## src/rtl/uart_pkg.sv

```systemverilog
// Shared UART definitions: transmit-scheduler state encoding and baud divisor width.
package uart_pkg;

    localparam int unsigned UART_DVSR_W = 11;

    typedef enum logic [1:0] {
        IDLE,
        START,
        WAIT_DONE,
        GAP
    } tx_sched_state_e;

endpackage

```

## src/rtl/rr_arbiter.sv

```systemverilog
// Combinational round-robin arbiter.
// Searches req starting at (ptr+1) mod NREQ, wrapping, and returns the first set bit.
// Ports:
//   req          - request vector
//   ptr          - index of the last winner (search starts just after it)
//   grant_onehot - one-hot winner, all zero when no request
//   grant_idx    - binary index of the winner (0 when no request)
//   any          - at least one request present
module rr_arbiter #(
    parameter  int unsigned NREQ = 4,
    localparam int unsigned IW   = (NREQ > 1) ? $clog2(NREQ) : 1
) (
    input  logic [NREQ-1:0] req,
    input  logic [IW-1:0]   ptr,
    output logic [NREQ-1:0] grant_onehot,
    output logic [IW-1:0]   grant_idx,
    output logic            any
);

    logic [IW-1:0] cand;

    // First set bit after ptr, wrapping around.
    always_comb begin
        grant_onehot = '0;
        grant_idx    = '0;
        any          = 1'b0;
        cand         = '0;
        for (int unsigned k = 1; k <= NREQ; k++) begin
            cand = IW'((32'(ptr) + k) % NREQ);
            if (!any && req[cand]) begin
                any                = 1'b1;
                grant_idx          = cand;
                grant_onehot[cand] = 1'b1;
            end
        end
    end

endmodule

```

## src/rtl/uart_tx_sched.sv

```systemverilog
// Round-robin scheduler sharing one uart_tx among NREQ byte producers.
// Grants one requester, holds tx_start for dvsr+2 cycles so a tx_tick edge sees it,
// waits for a rising edge of tx_done, then idles GAP_CYCLES before the next grant.
// Optional macro UART_TX_SCHED_TIMEOUT_EN adds a WAIT_DONE watchdog (TIMEOUT_CYCLES)
// that aborts to IDLE and sets the sticky timeout_err flag.
// Ports:
//   clk, reset  - clock, asynchronous active-low reset
//   req_valid   - per-requester byte available
//   req_data    - requester i byte at [i*DBIT +: DBIT]
//   req_ready   - combinational one-hot pulse: byte of requester i captured this cycle
//   dvsr        - live baud divisor
//   tx_start    - start request to uart_tx
//   tx_data     - byte to uart_tx
//   tx_done     - uart_tx done, already synchronised to clk
//   busy        - scheduler not idle
//   grant_id    - index of last granted requester
//   timeout_err - sticky watchdog abort flag (0 when the watchdog is compiled out)
module uart_tx_sched
    import uart_pkg::*;
#(
    parameter  int unsigned NREQ           = 4,
    parameter  int unsigned DBIT           = 8,
    parameter  int unsigned GAP_CYCLES     = 2,
    parameter  int unsigned TIMEOUT_CYCLES = 2**20,
    localparam int unsigned IW             = (NREQ > 1) ? $clog2(NREQ) : 1
) (
    input  logic                   clk,
    input  logic                   reset,
    input  logic [NREQ-1:0]        req_valid,
    input  logic [NREQ*DBIT-1:0]   req_data,
    output logic [NREQ-1:0]        req_ready,
    input  logic [UART_DVSR_W-1:0] dvsr,
    output logic                   tx_start,
    output logic [DBIT-1:0]        tx_data,
    input  logic                   tx_done,
    output logic                   busy,
    output logic [IW-1:0]          grant_id,
    output logic                   timeout_err
);

    localparam int unsigned HW       = UART_DVSR_W + 1;
    localparam int unsigned GW       = (GAP_CYCLES > 1) ? $clog2(GAP_CYCLES) : 1;
    localparam int unsigned GAP_LAST = (GAP_CYCLES > 0) ? GAP_CYCLES - 1 : 0;

    tx_sched_state_e state, state_d;
    logic [HW-1:0]   hold_cnt, hold_cnt_d;
    logic [GW-1:0]   gap_cnt, gap_cnt_d;
    logic [DBIT-1:0] tx_data_d, sel_data;
    logic [IW-1:0]   grant_id_d;
    logic            tx_start_d, busy_d;
    logic            tx_done_q, done_rise;
    logic [NREQ-1:0] arb_onehot;
    logic [IW-1:0]   arb_idx;
    logic            arb_any;

`ifdef UART_TX_SCHED_TIMEOUT_EN
    localparam int unsigned WW = (TIMEOUT_CYCLES > 1) ? $clog2(TIMEOUT_CYCLES) : 1;
    logic [WW-1:0] wd_cnt, wd_cnt_d;
    logic          timeout_err_q, timeout_err_d;
`endif

    // grant_id doubles as the round-robin pointer.
    rr_arbiter #(.NREQ(NREQ)) u_arb (
        .req          (req_valid),
        .ptr          (grant_id),
        .grant_onehot (arb_onehot),
        .grant_idx    (arb_idx),
        .any          (arb_any)
    );

    // Byte of the current arbitration winner.
    always_comb begin
        sel_data = '0;
        for (int unsigned i = 0; i < NREQ; i++) begin
            if (arb_idx == IW'(i)) sel_data = req_data[i*DBIT +: DBIT];
        end
    end

    assign req_ready = (state == IDLE) ? arb_onehot : '0;
    assign done_rise = tx_done & ~tx_done_q;

    // Next-state and registered-output logic.
    always_comb begin
        state_d    = state;
        hold_cnt_d = hold_cnt;
        gap_cnt_d  = gap_cnt;
        tx_data_d  = tx_data;
        grant_id_d = grant_id;
`ifdef UART_TX_SCHED_TIMEOUT_EN
        wd_cnt_d      = wd_cnt;
        timeout_err_d = timeout_err_q;
`endif
        unique case (state)
            IDLE: begin
                if (arb_any) begin
                    state_d    = START;
                    tx_data_d  = sel_data;
                    grant_id_d = arb_idx;
                    hold_cnt_d = '0;
                end
            end
            START: begin
                // >= so a divisor lowered mid-hold still releases tx_start.
                if (hold_cnt >= HW'(dvsr) + HW'(1)) begin
                    state_d = WAIT_DONE;
`ifdef UART_TX_SCHED_TIMEOUT_EN
                    wd_cnt_d = '0;
`endif
                end else begin
                    hold_cnt_d = hold_cnt + HW'(1);
                end
            end
            WAIT_DONE: begin
                if (done_rise) begin
                    state_d   = (GAP_CYCLES == 0) ? IDLE : GAP;
                    gap_cnt_d = '0;
                end
`ifdef UART_TX_SCHED_TIMEOUT_EN
                else if (wd_cnt == WW'(TIMEOUT_CYCLES - 1)) begin
                    state_d       = IDLE;
                    timeout_err_d = 1'b1;
                end else begin
                    wd_cnt_d = wd_cnt + WW'(1);
                end
`endif
            end
            GAP: begin
                if (gap_cnt == GW'(GAP_LAST)) state_d = IDLE;
                else gap_cnt_d = gap_cnt + GW'(1);
            end
            default: state_d = IDLE;
        endcase
        tx_start_d = (state_d == START);
        busy_d     = (state_d != IDLE);
    end

    // State and output registers.
    always_ff @(posedge clk or negedge reset) begin
        if (!reset) begin
            state     <= IDLE;
            hold_cnt  <= '0;
            gap_cnt   <= '0;
            tx_data   <= '0;
            grant_id  <= IW'(NREQ - 1);
            tx_start  <= 1'b0;
            busy      <= 1'b0;
            tx_done_q <= 1'b0;
`ifdef UART_TX_SCHED_TIMEOUT_EN
            wd_cnt        <= '0;
            timeout_err_q <= 1'b0;
`endif
        end else begin
            state     <= state_d;
            hold_cnt  <= hold_cnt_d;
            gap_cnt   <= gap_cnt_d;
            tx_data   <= tx_data_d;
            grant_id  <= grant_id_d;
            tx_start  <= tx_start_d;
            busy      <= busy_d;
            tx_done_q <= tx_done;
`ifdef UART_TX_SCHED_TIMEOUT_EN
            wd_cnt        <= wd_cnt_d;
            timeout_err_q <= timeout_err_d;
`endif
        end
    end

`ifdef UART_TX_SCHED_TIMEOUT_EN
    assign timeout_err = timeout_err_q;
`else
    assign timeout_err = 1'b0;
`endif

endmodule

```

## config.mk

```make
export PLATFORM = sky130hd
export DESIGN_NAME = uart_tx_sched
export DESIGN_NICKNAME = d
export VERILOG_FILES = /design/src/rtl/uart_pkg.sv /design/src/rtl/rr_arbiter.sv /design/src/rtl/uart_tx_sched.sv
export SDC_FILE = /design/constraint.sdc
export NUM_CORES = 1
export LEC_CHECK = 0
export BUFFER_PORTS_ARGS = -buffer_cell sky130_fd_sc_hd__buf_2
export CELL_PAD_IN_SITES_DETAIL_PLACEMENT = 1
export CELL_PAD_IN_SITES_GLOBAL_PLACEMENT = 1
export CORE_MARGIN = 1.5
export CORE_UTILIZATION = 40
export DETAILED_ROUTE_END_ITERATION = 10
export HOLD_SLACK_MARGIN = 0.06
export PLACE_DENSITY = 0.92
export SYNTH_ARGS = -nofsm -noshare
export SYNTH_HDL_FRONTEND = slang
export SYNTH_HIERARCHICAL = 1
export SYNTH_SLANG_ARGS = --single-unit
```

## constraint.sdc

```tcl
create_clock -name clk -period 5.3 [get_ports clk]
set_clock_uncertainty 0.2 [all_clocks]
set_input_delay 1.06 -clock clk [delete_from_list [all_inputs] [get_ports clk]]
set_output_delay 1.06 -clock clk [all_outputs]
set_load 0.005 [all_outputs]
```

After elaboration in Yosys (flattened, before gate mapping):

Index checks and enable logic that the tools add are counted.

* register bits after elaboration: 28
* input bits: 50
* output and inout port bits: 17
* word-level logic and storage cells: 101

* $add $sub $neg: 7
* magnitude comparators: 9
* equality and inequality tests: 10
* mux-type cells: 44
* bitwise gates (word level): 5
* reductions and logical operators: 18

Operators with widths (number)
* 8-bit 2-to-1 mux: 4
* 12-bit 2-to-1 mux: 2
* 12-bit case mux with 2 select lines: 1
* 4-bit 2-to-1 mux: 5
* 2-bit 2-to-1 mux: 8
* 1-bit 2-to-1 mux: 14
* 11-bit by 1-bit adder with 12-bit output (second input constant): 1
* 12-bit by 1-bit adder with 12-bit output (second input constant): 1
* 12-bit >= comparator: 1
* 2-bit by 3-bit < comparator with 1-bit output (second input constant): 4
* 4-bit OR: 3
* 1-bit binary-select mux with 2-bit select: 4
* 1-bit demux with 2-bit select: 4
* 2-bit == test (second input constant): 4
* 2-bit by 1-bit >= comparator with 1-bit output (second input constant): 4
* 2-bit case mux with 4 select lines: 1
* 1-bit logical AND: 7
* 2-bit by 1-bit == test with 1-bit output (second input constant): 3
* 2-bit != test (second input constant): 3
* 2-bit nonzero test: 3
* 2-bit by 1-bit adder with 2-bit output (second input constant): 2
* 2-bit adder (second input constant): 2
* 2-bit zero test: 2
* 2-bit AND reduction: 2
* 6 further kinds: 8

Depth between registers and ports, before layout:

* depth in word-level cells: 18
* depth in mapped cells: 13
* depth with buffers taken out: 11

Modules after synthesis:

Netlist, hierarchy kept.

Modules (own cells, without submodules)
* uart_tx_sched: instances 1, cells each 183, area an instance 1930.6 µm², seq. area each 703.2 µm²
* rr_arbiter: instances 1, cells each 86, area an instance 629.4 µm², seq. area each 0.0 µm²

Worst setup path after synthesis:

No wires, ideal clock.

* kind: register to register
* start point: reg grant_id[0]
* end point: reg tx_data[0]
* library setup time: 0.125 ns
* arrival: 3.537 ns
* required time: 4.975 ns
* slack: 1.438 ns
* stages on the path, launching flop included: 13
* path buffers: 4
* clock period less this slack: 3.862 ns
* cell sequence: dfstp_2 -> buf_6 -> buf_2 -> inv_1 -> ha_1 -> clkbuf_1 -> a21oi_1 -> a211oi_1 -> a311o_1 -> a221oi_1 -> clkbuf_1 -> mux4_2 -> mux2_2

* word-level cells in the longest chain between the ends: 18
* elaborated cells between the ends (all ways): 35
* classes of those cells: add/sub (4); eq/ne (3); mux (20); reduce/logical (8)

Ends and longest elaborated chain
* start: declaration: line uart_tx_sched.sv:37 `output logic [IW-1:0] grant_id,`
* start signal: assignment: line uart_tx_sched.sv:144 `grant_id <= IW'(NREQ - 1);`
* start signal: assignment: line uart_tx_sched.sv:157 `grant_id <= grant_id_d;`
* 2-bit by 1-bit adder with 2-bit output: line rr_arbiter.sv:29 `cand = IW'((32'(ptr) + k) % NREQ);`
* 1-bit binary-select mux with 2-bit select: line rr_arbiter.sv:30 `if (!any && req[cand]) begin`
* 1-bit 2-to-1 mux (not written as such): line rr_arbiter.sv:30
* 1-bit 2-to-1 mux: line rr_arbiter.sv:30
* 1-bit zero test: line rr_arbiter.sv:30
* 1-bit logical AND: line rr_arbiter.sv:30
* 1-bit 2-to-1 mux: line rr_arbiter.sv:30
* 1-bit zero test: line rr_arbiter.sv:30
* 1-bit logical AND: line rr_arbiter.sv:30
* 1-bit 2-to-1 mux: line rr_arbiter.sv:30
* 1-bit zero test: line rr_arbiter.sv:30
* 1-bit logical AND: line rr_arbiter.sv:30
* 2-bit 2-to-1 mux *: line rr_arbiter.sv:30
* named net arb_idx[0]: line uart_tx_sched.sv:53 `logic [IW-1:0] arb_idx;`
* 2-bit zero test: line uart_tx_sched.sv:75 `if (arb_idx == IW'(i)) sel_data = req_data[i*DBIT +: DBIT];`
* 8-bit 2-to-1 mux (3 in a row): line uart_tx_sched.sv:75
* 8-bit 2-to-1 mux *: line uart_tx_sched.sv:75
* end signal: assignment: line uart_tx_sched.sv:156 `tx_data <= tx_data_d;`
* end: declaration: line uart_tx_sched.sv:34 `output logic [DBIT-1:0] tx_data,`

Mark *: on every way through the listed nets, which the timed path passes. The rest lies on a longest branch. The select of a mux whose other input is x is not followed.
A chain may end at the register's enable or synchronous reset.

Worst setup path in the final report:

* start point: reg grant_id[0]
* end point: out req_ready[1]

* word-level cells in the longest chain between the ends: 14
* elaborated cells between the ends (all ways): 49
* classes of those cells: add/sub (4); order compare (8); mux (24); bitwise (3); reduce/logical (10)

Ends and longest elaborated chain
* branches (longest 12 deep; another with 2-bit by 3-bit < comparator with 1-bit output)
* 4-bit 2-to-1 mux *: line rr_arbiter.sv:30
* named net arb_onehot[1]: line uart_tx_sched.sv:52 `logic [NREQ-1:0] arb_onehot;`
* 4-bit 2-to-1 mux *: line uart_tx_sched.sv:79 `assign req_ready = (state == IDLE) ? arb_onehot : '0;`
* end: declaration: line uart_tx_sched.sv:31 `output logic [NREQ-1:0] req_ready,`

Mark *: on every way through the listed nets, which the timed path passes. The select of a mux whose other input is x is not followed.

==> run summary <==
### Detailed routing
* post-route antenna net violation count: 0
* via count of the routed design: 2372
* Starting DRT DRC Count: 192
* total detailed-routing wirelength: 6730 um
* count of TritonRoute iterations in the first routing pass: 4
* met3 WL: 328 um
* wire length on met2: 3340 um
* WL per Instance: 16.9 um
* top routing layer in use: met4
* number of design rule violations left after detail routing: 0
* wire length the detailed router placed on met1: 3020 um
* via/cell ratio: 5.96

### Timing
* worst slack on hold paths: 0.321 ns
* Setup Viol. Count Final: 0
* setup_tns: 0 ns
* number of pins with negative max-slew slack in the final report: 0
* Worst Setup Slack, final: 0.846 ns
* number of hold violations in the final report: 0
* RSZ-0062 raised after global routing: no
* tightest slew margin relative to the limit: 26.3%
* min Tclk post-route: 4.45 ns
* achievable clock frequency: 225 MHz
* measured slew at the worst slew-check pin: 1.10 ns
* Tcrit/Tclk final: 84.0%

### Floorplan
* horizontal die dimension: 83 um
* Std-Cell Core Area: 6060 um2
* floorplan die height: 83 um
* FP Rows: 28
* I/O pin cnt: 67
* initial core utilization: 42.2%
* total die area: 6890 um2

### Power
* power density normalized to cell area: 438 nW/um2
* Final Total Pwr: 1.30 mW
* static leakage: 1.31 nW
* VDD IR max: 0.230 mV

### CTS
* CTS hold repair buffers: 0
* Clock transition at path regs: 0.11 ns
* clock tree root driver cell: sky130_fd_sc_hd__clkbuf_8
* depth of the CTS H-tree: 1
* Post CTS Setup Buffer Count: 0
* clk_lat worst skew: 0.29 ns
* clk sinks: 28
* Inserted Clock Buffers: 3
* largest buffer count on any clock path: 2
* CTS tree: built
* CTS-repair resized insts: 0

### Worst setup path
* type of element launching the critical path: register
* endpoint required time on the critical path: 4.04 ns
* data arrival time of the worst path: 3.19 ns
* buffering stage count on the worst path with inverters included: 3
* worst-path fanout max: 22
* cell class contributing the biggest share of worst-path delay: compound AO/OA/AOI/OAI gates
* maximum cell stage delay along the critical path: 0.82 ns
* Critical Setup Path Class: reg -> out
* Critical-path top delay cell: sky130_fd_sc_hd__dfstp_2
* Worst path most repeated cell: sky130_fd_sc_hd__inv_1
* critical path cell sequence: inv_1 -> ha_1 -> inv_1 -> a31oi_1 -> o31ai_1 -> a2111o_1 -> and2_1 -> buf_2
* endpoint type of the worst setup path: primary output

### Final layout
* most frequent standard cell in the layout excluding fill and tap cells: sky130_fd_sc_hd__buf_2
* ANT cells: 0
* commonest non-fill, non-tap cells in the layout: 65 x sky130_fd_sc_hd__buf_2, 26 x sky130_fd_sc_hd__dfrtp_1, 23 x sky130_fd_sc_hd__nand2_1, 22 x sky130_fd_sc_hd__ha_1, 15 x sky130_fd_sc_hd__a21oi_1
* net total in the final layout: 396
* Layout area overhead: 16.3%
* number of cells in the finished layout apart from fillers: 398
* fraction of layout instances using a drive strength above 1: 30.0%

### Synthesis
* area share of the leading cell type in the synthesized netlist: 25.4%
* netlist area before placement: 2560 um2
* ys flop type: sky130_fd_sc_hd__dfrtp_1
* Ys Warns: 6
* EDFF count, synth: 0
* leading area contributor after synthesis: sky130_fd_sc_hd__dfrtp_1
* total nets after synthesis: 341
* cell types with the largest area share after synthesis: sky130_fd_sc_hd__dfrtp_1 25%, sky130_fd_sc_hd__ha_1 11%, sky130_fd_sc_hd__mux4_2 8.8%
* synthesized area per cell: 9.52 um2
* count of state elements after synthesis: 28
* distinct cell type count of the synthesized netlist: 56
* share of flip-flops with an asynchronous set or reset after synthesis: 100%
* sequential cell area fraction in the yosys report: 27.5%
* gate count of the mapped netlist: 269

### Global routing
* number of antenna violations at the first check in global routing: 0
* GRT Util Overall: 19.6%
* first-pass GRT wire length: 11500 um
* largest net degree at the start of global routing: 29
* remaining global-route overflow: 0
* number of global-route vias before repair: 2473

### Placed design
* estimated wirelength of the detail-placed design: 5350 um
* Placed Cells: 394
* post-placement worst setup slack: 1.09 ns
* number of buffer cells added on primary ports: 65
* placer's final routability congestion estimate: 0.821

### Run
* max-cap violation count: 0

### Min path
* classification of the worst-slack hold path: reg -> reg

### Status
* run status: finished clean

## registers in the layout (all words and copies together) (netlist names)
signal	flops
busy	1
gap_cnt	1
grant_id	2
hold_cnt	12
state	2
tx_data	8
tx_done_q	1
tx_start	1
## Yosys cell counts (2+ instances only)
cell type and instances:
sky130_fd_sc_hd__dfrtp_1 26, sky130_fd_sc_hd__nand2_1 23, sky130_fd_sc_hd__ha_1 22, sky130_fd_sc_hd__a21oi_1 15, sky130_fd_sc_hd__inv_1 13, sky130_fd_sc_hd__mux2_2 11
sky130_fd_sc_hd__nand3_1 11, sky130_fd_sc_hd__nand4_1 11, sky130_fd_sc_hd__mux4_2 10, sky130_fd_sc_hd__nor2_1 9, sky130_fd_sc_hd__mux2i_1 8, sky130_fd_sc_hd__and2_1 7
sky130_fd_sc_hd__o31ai_1 7, sky130_fd_sc_hd__xor2_1 7, sky130_fd_sc_hd__buf_2 6, sky130_fd_sc_hd__clkbuf_1 6, sky130_fd_sc_hd__o21ai_0 6, sky130_fd_sc_hd__a31oi_1 5
sky130_fd_sc_hd__a2111o_1 4, sky130_fd_sc_hd__nor3_1 4, sky130_fd_sc_hd__o41ai_1 4, sky130_fd_sc_hd__or3_1 4, sky130_fd_sc_hd__or4b_1 4, sky130_fd_sc_hd__a211oi_1 3
sky130_fd_sc_hd__and3_1 3, sky130_fd_sc_hd__a21boi_0 2, sky130_fd_sc_hd__buf_6 2, sky130_fd_sc_hd__dfstp_2 2, sky130_fd_sc_hd__nand2b_1 2, sky130_fd_sc_hd__o21a_1 2
sky130_fd_sc_hd__o311ai_0 2, sky130_fd_sc_hd__o31a_1 2, sky130_fd_sc_hd__or4_1 2, sky130_fd_sc_hd__xnor2_1 2
## report_power, final
group / internal [mW] / switching (mW)
Clock: 0.101 / 0.0729
Combinational: 0.355 / 0.384
Sequential: 0.292 / 0.0986
## area by class of cell
cell class	instances	area [um2]
Fill cell	731	3080
Clock buffer	3	41.3
Timing Repair Buffer	66	333
Inverter	13	48.8
Multi-Input combinational cell	212	1730
Tap cell	75	93.8
Clock inverter	1	30.0
Sequential cell	28	703
## kinds of logic (layout without fill, tap and decap cells)
logic type               Yosys count  count (layout)  synth area share, %
AO/OA/AOI/OAI                     61              61                 17.0
XOR/XNOR                           9               9                 3.08
adder cells (fa/ha/maj)           22              22                 10.8
buffers and inverters             29              83                 5.28
flip-flops                        28              28                 27.5
multiplexers                      29              29                 16.8
other                              1               1                0.146
AND/OR/NAND/NOR                   90              90                 19.5
## routing by layer
layer  GRT usage (%)  up-vias
li1                -     1139
met1            25.0     1166
met2            35.0       60
met3            4.37        7
met4            1.97        0
met5               0        -
## worst paths after layout
kind / endpoint / slack [ns] / cells after the start / start
setup / recovery: req_ready[1] / 0.85 / 8 / grant_id[0]$_DFFE_PN1P_
hold / removal: tx_data[6]$_DFFE_PN0P_ / 0.32 / 1 / tx_data[6]$_DFFE_PN0P_
setup reg to reg: tx_data[3]$_DFFE_PN0P_ / 1.11 / 7 / grant_id[0]$_DFFE_PN1P_
hold reg to reg: tx_data[6]$_DFFE_PN0P_ / 0.32 / 1 / tx_data[6]$_DFFE_PN0P_
max in group asynchronous: gap_cnt$_DFFE_PN0P_ / 3.90 / 1 / reset
min in group asynchronous: hold_cnt[1]$_DFFE_PN0P_ / 0.58 / 1 / reset
## stage by stage
step | utilization, % | instance area, um2
global route | 49.1 | 2980
floorplan | - | 2560
CTS | 49.1 | 2980
detailed placement | 48.0 | 2910
finish | 49.1 | 2980
global placement | 48.0 | 2910
## worst reg2reg max path: cells and delay by family, from the launching register on
kind | cells | cell delay, ns
AOI/OAI and AO/OA | 2 | 1.21
adders and majority gates | 1 | 0.54
buffers and inverters | 2 | 0.41
DFF | 1 | 0.82
muxes | 2 | 0.91
(Power assumes the default switching activity.)
